## config.mk

```make
export PLATFORM = sky130hd
export DESIGN_NAME = dbus_arbiter
export DESIGN_NICKNAME = d
export VERILOG_FILES = /design/src/rtl/dbus_arbiter_pkg.sv /design/src/rtl/bus_watchdog.sv /design/src/rtl/dbus_arbiter.sv
export SDC_FILE = /design/constraint.sdc
export NUM_CORES = 1
export LEC_CHECK = 0
export ABC_AREA = 1
export CAP_MARGIN = 20
export CORE_MARGIN = 2
export CORE_UTILIZATION = 28
export CTS_CLUSTER_DIAMETER = 100
export DETAILED_ROUTE_END_ITERATION = 12
export GPL_ROUTABILITY_DRIVEN = 0
export GPL_TIMING_DRIVEN = 0
export PLACE_DENSITY = 0.95
export REMOVE_ABC_BUFFERS = 1
export SKIP_LAST_GASP = 1
export SYNTH_ARGS = -nofsm -noshare
export SYNTH_HDL_FRONTEND = slang
export SYNTH_SLANG_ARGS = --single-unit
```

## constraint.sdc

```tcl
create_clock -name sys_clk_i -period 2.2 [get_ports sys_clk_i]
set_clock_uncertainty 0.05 [all_clocks]
set_input_delay 0.44 -clock sys_clk_i [delete_from_list [all_inputs] [get_ports sys_clk_i]]
set_output_delay 0.44 -clock sys_clk_i [all_outputs]
set_load 0.01 [all_outputs]
```

## src/rtl/dbus_arbiter_pkg.sv

```systemverilog
// Shared definitions for the two-master data-bus arbiter: grant state
// encoding and watchdog counter sizing.
package dbus_arbiter_pkg;

   typedef enum logic [1:0] {
      ST_IDLE = 2'd0,
      ST_GNT0 = 2'd1,
      ST_GNT1 = 2'd2
   } state_t;

   localparam int WD_W = 8;

endpackage

```

## src/rtl/bus_watchdog.sv

```systemverilog
// Strobe watchdog: counts un-acknowledged strobe cycles and emits a
// registered one-cycle error pulse once the limit is reached.
module bus_watchdog
   import dbus_arbiter_pkg::*;
#(
   parameter int TIMEOUT = 15
) (
   input  logic i_clk,
   input  logic i_rst,
   input  logic i_clear,
   input  logic i_active,
   input  logic i_ack,
   output logic o_err
);

   localparam logic [WD_W-1:0] LIMIT = WD_W'(TIMEOUT - 1);

   logic [WD_W-1:0] r_cnt;
   logic            r_err;

   // NOTE: state registers use non-blocking assignments so every flop samples pre-edge values.
   always_ff @(posedge i_clk) begin
      if (i_rst || i_clear || i_ack || !i_active) begin
         r_cnt <= '0;
         r_err <= 1'b0;
      end else if (r_cnt == LIMIT) begin
         r_cnt <= '0;
         r_err <= 1'b1;
      end else begin
         r_cnt <= r_cnt + 1'b1;
         r_err <= 1'b0;
      end
   end

   assign o_err = r_err;

endmodule

```

## src/rtl/dbus_arbiter.sv

```systemverilog
// Round-robin Wishbone arbiter sharing the program-memory data port between
// the CPU data bus (master 0) and a secondary master (master 1).
module dbus_arbiter
   import dbus_arbiter_pkg::*;
#(
   parameter int AW      = 13,
   parameter int TIMEOUT = 15
) (
   input  logic          sys_clk_i,
   input  logic          sys_rst_i,

   input  logic [AW:1]   m0_adr_i,
   input  logic [15:0]   m0_dat_i,
   input  logic          m0_we_i,
   input  logic          m0_cyc_i,
   input  logic          m0_stb_i,
   output logic [15:0]   m0_dat_o,
   output logic          m0_ack_o,
   output logic          m0_err_o,

   input  logic [AW:1]   m1_adr_i,
   input  logic [15:0]   m1_dat_i,
   input  logic          m1_we_i,
   input  logic          m1_cyc_i,
   input  logic          m1_stb_i,
   output logic [15:0]   m1_dat_o,
   output logic          m1_ack_o,
   output logic          m1_err_o,

   output logic [AW:1]   s_adr_o,
   output logic [15:0]   s_dat_o,
   output logic          s_we_o,
   output logic          s_cyc_o,
   output logic          s_stb_o,
   input  logic [15:0]   s_dat_i,
   input  logic          s_ack_i
);

   state_t r_state;
   state_t w_state_next;
   logic   r_last;
   logic   w_wd_err;

   always_ff @(posedge sys_clk_i) begin
      if (sys_rst_i) begin
         r_state <= ST_IDLE;
         r_last  <= 1'b1;
      end else begin
         r_state <= w_state_next;
         if (w_state_next == ST_GNT0) begin
            r_last <= 1'b0;
         end else if (w_state_next == ST_GNT1) begin
            r_last <= 1'b1;
         end
      end
   end

   // Ties go to the master that was not granted last; a grant is only
   // released once its owner drops CYC, always through an IDLE cycle.
   always_comb begin
      w_state_next = r_state;
      case (r_state)
         ST_IDLE: begin
            if (m0_cyc_i && (!m1_cyc_i || r_last)) begin
               w_state_next = ST_GNT0;
            end else if (m1_cyc_i) begin
               w_state_next = ST_GNT1;
            end
         end
         ST_GNT0: if (!m0_cyc_i) w_state_next = ST_IDLE;
         ST_GNT1: if (!m1_cyc_i) w_state_next = ST_IDLE;
         default: w_state_next = ST_IDLE;
      endcase
   end

   // NOTE: every output of this block gets a default first, so no path can infer a latch.
   always_comb begin
      s_adr_o = m0_adr_i;
      s_dat_o = m0_dat_i;
      s_we_o  = m0_we_i;
      s_cyc_o = 1'b0;
      s_stb_o = 1'b0;
      if (r_state == ST_GNT0) begin
         s_cyc_o = m0_cyc_i;
         s_stb_o = m0_stb_i;
      end else if (r_state == ST_GNT1) begin
         s_adr_o = m1_adr_i;
         s_dat_o = m1_dat_i;
         s_we_o  = m1_we_i;
         s_cyc_o = m1_cyc_i;
         s_stb_o = m1_stb_i;
      end
   end

   assign m0_dat_o = s_dat_i;
   assign m1_dat_o = s_dat_i;
   assign m0_ack_o = s_ack_i && (r_state == ST_GNT0) && m0_stb_i;
   assign m1_ack_o = s_ack_i && (r_state == ST_GNT1) && m1_stb_i;

   bus_watchdog #(
      .TIMEOUT (TIMEOUT)
   ) u_watchdog (
      .i_clk    (sys_clk_i),
      .i_rst    (sys_rst_i),
      .i_clear  (w_state_next != r_state),
      .i_active (s_stb_o),
      .i_ack    (s_ack_i),
      .o_err    (w_wd_err)
   );

   // r_last names the owner of the timed-out transfer; it cannot change
   // while an error pulse is pending because a new grant starts from IDLE.
   assign m0_err_o = w_wd_err && !r_last;
   assign m1_err_o = w_wd_err &&  r_last;

endmodule

```

==> impl_metrics.csv, run 1 <==
group,metric,value,unit
sta,hold_violations,0,
routing,wire_per_inst,14.9,um
die,ios,151,
worst_setup_path,path_max_fanout,8,
logic_synthesis,ys_seq_elements,12,
sta,maxSlewHeadroom,0.847,
logic_synthesis,synth_top_area_frac,0.279,
routing,drc_errors,0,
cells_and_area,fin_nets,318,
cts,numCtsBuffers,3,
routing,met2_length,1950,um
worst_setup_path,cp-end-kind,"primary output",
cts,postCtsHoldBufs,0,
logic_synthesis,ys_seq_area_frac,0.198,
cts,cts_buffer_depth,2,
worst_setup_path,worstPathRequired,1.71,ns
power,power.internal,597,uW
placed_design,hpwlAfterDp,3520,um
worst_setup_path,crit_type,"flip-flop to primary output",
sta,slew_viol_final,0,
logic_synthesis,yosys_warnings,0,
global_route,antenna_found_initial,0,
logic_synthesis,syn_area,1210,um2
sta,worst_slack,-0.0934,ns
routing,top_layer_used,"met4",
routing,wl_met3,606,um
run_status,failed_checks,"negative setup slack",
sta,timing.fmax,436,MHz
global_route,track_usage,0.172,
cells_and_area,antenna_cells,0,
sta,fin_crit,2.29,ns
sta,whs,0.394,ns
worst_setup_path,max_stage_delay,0.47,ns
logic_synthesis,ys_types,15,
sta,rsz0062_at_grt,"yes",
global_route,grt_start_max_net_pins,23,
worst_setup_path,rrSetupSlack,0.59,ns
power,ir_drop,0.186,mV
power,power_density,367,nW/um2
cells_and_area,area_growth,77.4,%
die,rows,23,
logic_synthesis,synth.area.top_cells,"mux2_2 28%, buf_4 22%, dfxtp_1 20%, nand2_1 5.9%, nor2_1 5.3%",
routing,antenna_left,0,
cts,htreeDepth,1,
die,die_h,69.8,um
cts,cts_tree,"yes",
run_status,status,"finished with violations",
power,p_leak,0.000989,uW
cells_and_area,drive_above_1_share,0.182,
die,floorplan.initialDensity,0.296,
logic_synthesis,synthCells,155,
sta,worst_pin_slew,0.228,ns
logic_synthesis,syn_avg_cell_area,7.81,um2
power,pwr-share-comb,0.411,
placed_design,port_buffers,102,
cts,cts.sinks,12,
job,cap_violations,0,
routing,wirelength,4180,um
cells_and_area,fillers,376,
routing,drtIter0Drc,76,
sta,fin_crit_sh,1.04,
die,core_area,4090,um2
placed_design,pre_cts_ws,-0.261,ns
worst_setup_path,worst-endpoint-arrival,1.80,ns
routing,num_vias,1303,
power,p_clk_frac,0.293,
power,p_sw,192,uW
global_route,grt_pass1_vias,1390,
worst_setup_path,cpMaxStageDelayCell,"clkdlybuf4s50_1",
sta,setup_violations,3,
routing,vias_per_cell,4.64,
cells_and_area,final_cell_mix,"69 x clkdlybuf4s50_1, 30 x mux2_2, 28 x dlygate4sd2_1",
worst_setup_path,crit_chain,"inv_1 > nand2_4 > buf_4 > mux2_2 > clkdlybuf4s50_1",
cells_and_area,mostFrequentLayoutCell,"clkdlybuf4s50_1",
hold_path,hold_class,"flip-flop to flip-flop",
power,power,789,uW
worst_setup_path,critPathLaunchType,"flip-flop",
routing,wl_met1,1520,um
cells_and_area,utilization,0.526,
power,pwr-share-seq,0.296,
global_route,overflow,0,
cts,cts_root_buf,"clkbuf_8",
cts,worst_skew_pair.late_latency,0.24,ns
routing,drtPass1Iterations,3,
cts,cts.clk_slew.worst_paths,0.05,ns
logic_synthesis,synth_top_area_cell,"mux2_2",
die,dieArea,4870,um2
power,switching_share,0.244,
global_route,grt_pass1_wl,6590,um
die,fp.dieW,69.8,um
-- cells by family after synthesis --
| family | after synthesis | share of synthesized area |
|---|---|---|
| buf+inv | 51 | 0.267 |
| simple gates | 49 | 0.168 |
| fa+ha+maj | 3 | 0.0310 |
| mux | 30 | 0.279 |
| flops | 12 | 0.198 |
| xor+xnor | 5 | 0.0362 |
| compound gates | 5 | 0.0207 |
-- what timing repair did --
item,in CTS,in global routing
endpoints found under the hold margin,0,0
resized for setup,31,5
setup buffers,2,1
cloned,0,1
pin swaps,1,1
endpoints found under the setup margin,31,6
-- power by group through the flow --
stage / combinational [uW] / sequential (uW) / clock [uW]
after floorplan: 116 / 234 / 0
after global placement: 334 / 236 / 0
after detailed placement: 347 / 236 / 0
after CTS: 323 / 233 / 239
after global routing: 351 / 234 / 250
final: 325 / 233 / 231
-- state kept, by name, summed over array words and instances, names as in the netlist --
register and cells:
r_last 1, r_state 2, u_watchdog.o_err 1, u_watchdog.r_cnt 8
-- worst paths after layout --
check	from	end	cells after the start
worst max-delay path	r_state[0]	s_dat_o[12]	5
worst min-delay path	u_watchdog.r_cnt[0]	u_watchdog.r_cnt[0]	1
worst max register to register	r_state[1]	r_last	8
worst min register to register	u_watchdog.r_cnt[0]	u_watchdog.r_cnt[0]	1
-- per-layer routing --
layer,vias up,GRT usage
li1,623,-
met1,569,0.180
met2,103,0.255
met3,8,0.122
met4,0,0.0812
met5,-,0.0444
-- area by class of cell --
type | count | area [um2] | share of cell area
Timing Repair Buffer | 107 | 1070 | 0.500
Multi-Input combinational cell | 92 | 656 | 0.305
Sequential cell | 12 | 241 | 0.112
Tap cell | 50 | 62.6 | 0.0291
Inverter | 16 | 60.1 | 0.0280
Clock buffer | 4 | 55.1 | 0.0256
-- metrics by stage --
step / instance area (um2) / instances / TNS [ns]
finish: 2150 / 281 / -0.0972
CTS: 2100 / 279 / -0.338
floorplan: 948 / 120 / 0
detailed placement: 2060 / 273 / -5.72
global placement: 2030 / 272 / -17.02
global route: 2150 / 281 / -0.761
-- Yosys cell counts --
master	instances
nand4_1	2
xnor2_1	1
o21ai_0	3
nand2_2	1
buf_4	35
mux2_2	30
nor3_1	3
nor2_1	17
inv_1	16
xor2_1	4
dfxtp_1	12
a21oi_1	2
nand3_1	7
ha_1	3
nand2_1	19
-- worst max-delay path: cells and delay by family (launching register included) --
family / cells / cell delay, ns
buf+inv: 3 / 0.75
flops: 1 / 0.37
mux: 1 / 0.34
simple gates: 1 / 0.11
Power figures use the tool's default switching activity.
==> run 2, diff against run 1 <==
--- a/config.mk
+++ b/config.mk
@@ -11,8 +11,6 @@
 export CORE_UTILIZATION = 28
 export CTS_CLUSTER_DIAMETER = 100
 export DETAILED_ROUTE_END_ITERATION = 12
-export GPL_ROUTABILITY_DRIVEN = 0
-export GPL_TIMING_DRIVEN = 0
 export PLACE_DENSITY = 0.95
 export REMOVE_ABC_BUFFERS = 1
 export SKIP_LAST_GASP = 1
==> run 2 against run 1 <==
Effect of this change: the run now ends clean; setup slack better by 0.12 ns; utilization is 1.9 points higher; count of clock-buffer cells in the layout is 1 lower; routed wire length is 2.2% higher; via count is 0.38% lower; die area stayed put; power is 2.2% lower; final area is 3.7% higher; non-clock buffer count is 1 higher; first-iteration DRC count is 3.9% higher; critical path type is now input pin to primary output; highest routed layer unchanged.
==> impl_metrics.csv, run 2 (synthesis results as in run 1) <==
group,metric,value,unit
run_status,status,"completed",
routing,antenna_left,0,
routing,wire_per_inst,15.2,um
sta,hold_violations,0,
cts,numCtsBuffers,3,
cells_and_area,top_register,"u_watchdog.r_cnt",
worst_setup_path,crit_end,"m0_ack_o",
cts,htreeDepth,1,
die,fp.dieW,69.8,um
cells_and_area,mostFrequentLayoutCell,"clkdlybuf4s50_1",
global_route,grt_pass1_vias,1377,
worst_setup_path,worst-endpoint-arrival,1.68,ns
die,rows,23,
sta,setup_violations,0,
worst_setup_path,path_delay_family,"buffers and inverters",
sta,timing.fmax,460,MHz
cells_and_area,reg_top3,"u_watchdog.r_cnt: 8 flops, r_state: 2 flops",
worst_setup_path,critPathLaunchType,"input pin",
placed_design,gp_congestion,0.818,
worst_setup_path,rrSetupSlack,0.66,ns
power,power_density,346,nW/um2
worst_setup_path,crit_type,"input pin to primary output",
routing,vias_per_cell,4.62,
sta,whs,0.400,ns
sta,worst_pin_slew,0.233,ns
power,p_leak,0.00117,uW
worst_setup_path,worstReg2RegStart,"r_state[1]",
hold_path,hold_start,"u_watchdog.r_cnt[0]",
worst_setup_path,reg2reg_to,"r_last",
global_route,grt_pass1_wl,6460,um
routing,drtPass1Iterations,6,
worst_setup_path,cp_num_buf_inv,2,
global_route,grt_start_max_net_pins,32,
placed_design,dp.cells,276,
cells_and_area,area_growth,83.9,%
worst_setup_path,startpoint,"m0_stb_i",
worst_setup_path,cp-end-kind,"primary output",
cells_and_area,drive_above_1_share,0.177,
placed_design,port_buffers,102,
cts,cts_tree,"yes",
die,floorplan.initialDensity,0.296,
sta,fin_crit_sh,0.987,
cells_and_area,final_cell_mix,"70 x clkdlybuf4s50_1, 31 x dlymetal6s2s_1, 30 x mux2_2",
sta,maxSlewHeadroom,0.844,
worst_setup_path,path_max_fanout,2,
sta,fin_crit,2.17,ns
routing,drc_errors,0,
global_route,overflow,0,
hold_path,hold_class,"flip-flop to flip-flop",
sta,slew_viol_final,0,
die,dieArea,4870,um2
cells_and_area,largest_register_ff_count,8,
cts,cts_buffer_depth,2,
worst_setup_path,cpMaxStageDelayCell,"clkdlybuf4s50_1",
die,core_area,4090,um2
worst_setup_path,max_stage_delay,0.55,ns
job,cap_violations,0,
routing,num_vias,1298,
worst_setup_path,reg2reg_depth,8,
cells_and_area,antenna_cells,0,
cts,cts.clk_slew.worst_paths,0.05,ns
global_route,track_usage,0.169,
die,die_h,69.8,um
placed_design,hpwlAfterDp,3470,um
die,ios,151,
cells_and_area,final_cells,281,
cts,cts_root_buf,"clkbuf_8",
worst_setup_path,worstPathRequired,1.71,ns
routing,drtIter0Drc,79,
cts,worst_skew_pair.late_latency,0.24,ns
power,ir_drop,0.123,mV
cts,cts.sinks,12,
cells_and_area,fin_nets,319,
worst_setup_path,crit_chain,"clkdlybuf4s50_1 > nand3_1 > nor2_1 > clkdlybuf4s50_1",
global_route,antenna_found_initial,0,
routing,wirelength,4270,um
worst_setup_path,cp_common_cell,"clkdlybuf4s50_1",
worst_setup_path,cp.depth,4,
## run 2: per-layer routing
metal  vias to the layer above  share of wire  track usage
met5                         -              0       0.0556
met4                         0          0.020       0.0726
met3                         7           0.14        0.113
met2                       101           0.47        0.266
met1                       571           0.37        0.171
li1                        619              -            -
## run 2: per-stage QoR
stage | instance area [um2] | total power (uW) | utilization | setup TNS [ns] | setup slack (ns)
6_report | 2230 | 772 | 0.545 | 0 | 0.0278
5_1_grt | 2230 | 813 | 0.545 | -0.00564 | -0.00564
4_1_cts | 2110 | 787 | 0.517 | -3.04 | -0.132
3_5_place_dp | 2070 | 585 | 0.508 | -0.0843 | -0.0843
3_3_place_gp | 2070 | 580 | 0.508 | -0.0580 | -0.0580
2_1_floorplan | 948 | 350 | - | 0 | 0.156
## run 2: timing repair
| item | in CTS | in global routing |
|---|---|---|
| setup endpoints to repair | 31 | 31 |
| pin swaps | 0 | 0 |
| gates cloned | 0 | 1 |
| buffers inserted | 0 | 1 |
| hold buffers | 0 | 0 |
| resized for setup | 1 | 32 |
## run 2: area by class of cell
cell class	instances	area, um2
flip-flops and latches	12	240
multi-input cells	92	651
repair buffers	108	1170
inverters	16	60.1
clock buffers	3	41.3
fillers	351	1860
well taps	50	62.6
## run 2: power by group
part / internal (uW) / total (uW) / switching [uW]
sequential: 225 / 231 / 5.95
combinational: 232 / 344 / 112
clock: 120 / 197 / 76.8
## run 2: worst min path at each step
stage                               end  cells after the start
floorplan           u_watchdog.r_cnt[0]                      1
global placement    u_watchdog.r_cnt[0]                      1
detailed placement  u_watchdog.r_cnt[0]                      1
CTS                 u_watchdog.r_cnt[0]                      1
global route        u_watchdog.r_cnt[0]                      1
finish              u_watchdog.r_cnt[0]                      1
## run 2: worst register-to-register path: cells and delay by family (launching register included)
kind,cells,cell delay [ns]
simple gates,3,0.30
flops,1,0.40
fa+ha+maj,1,0.30
compound gates,2,0.22
buf+inv,2,0.16
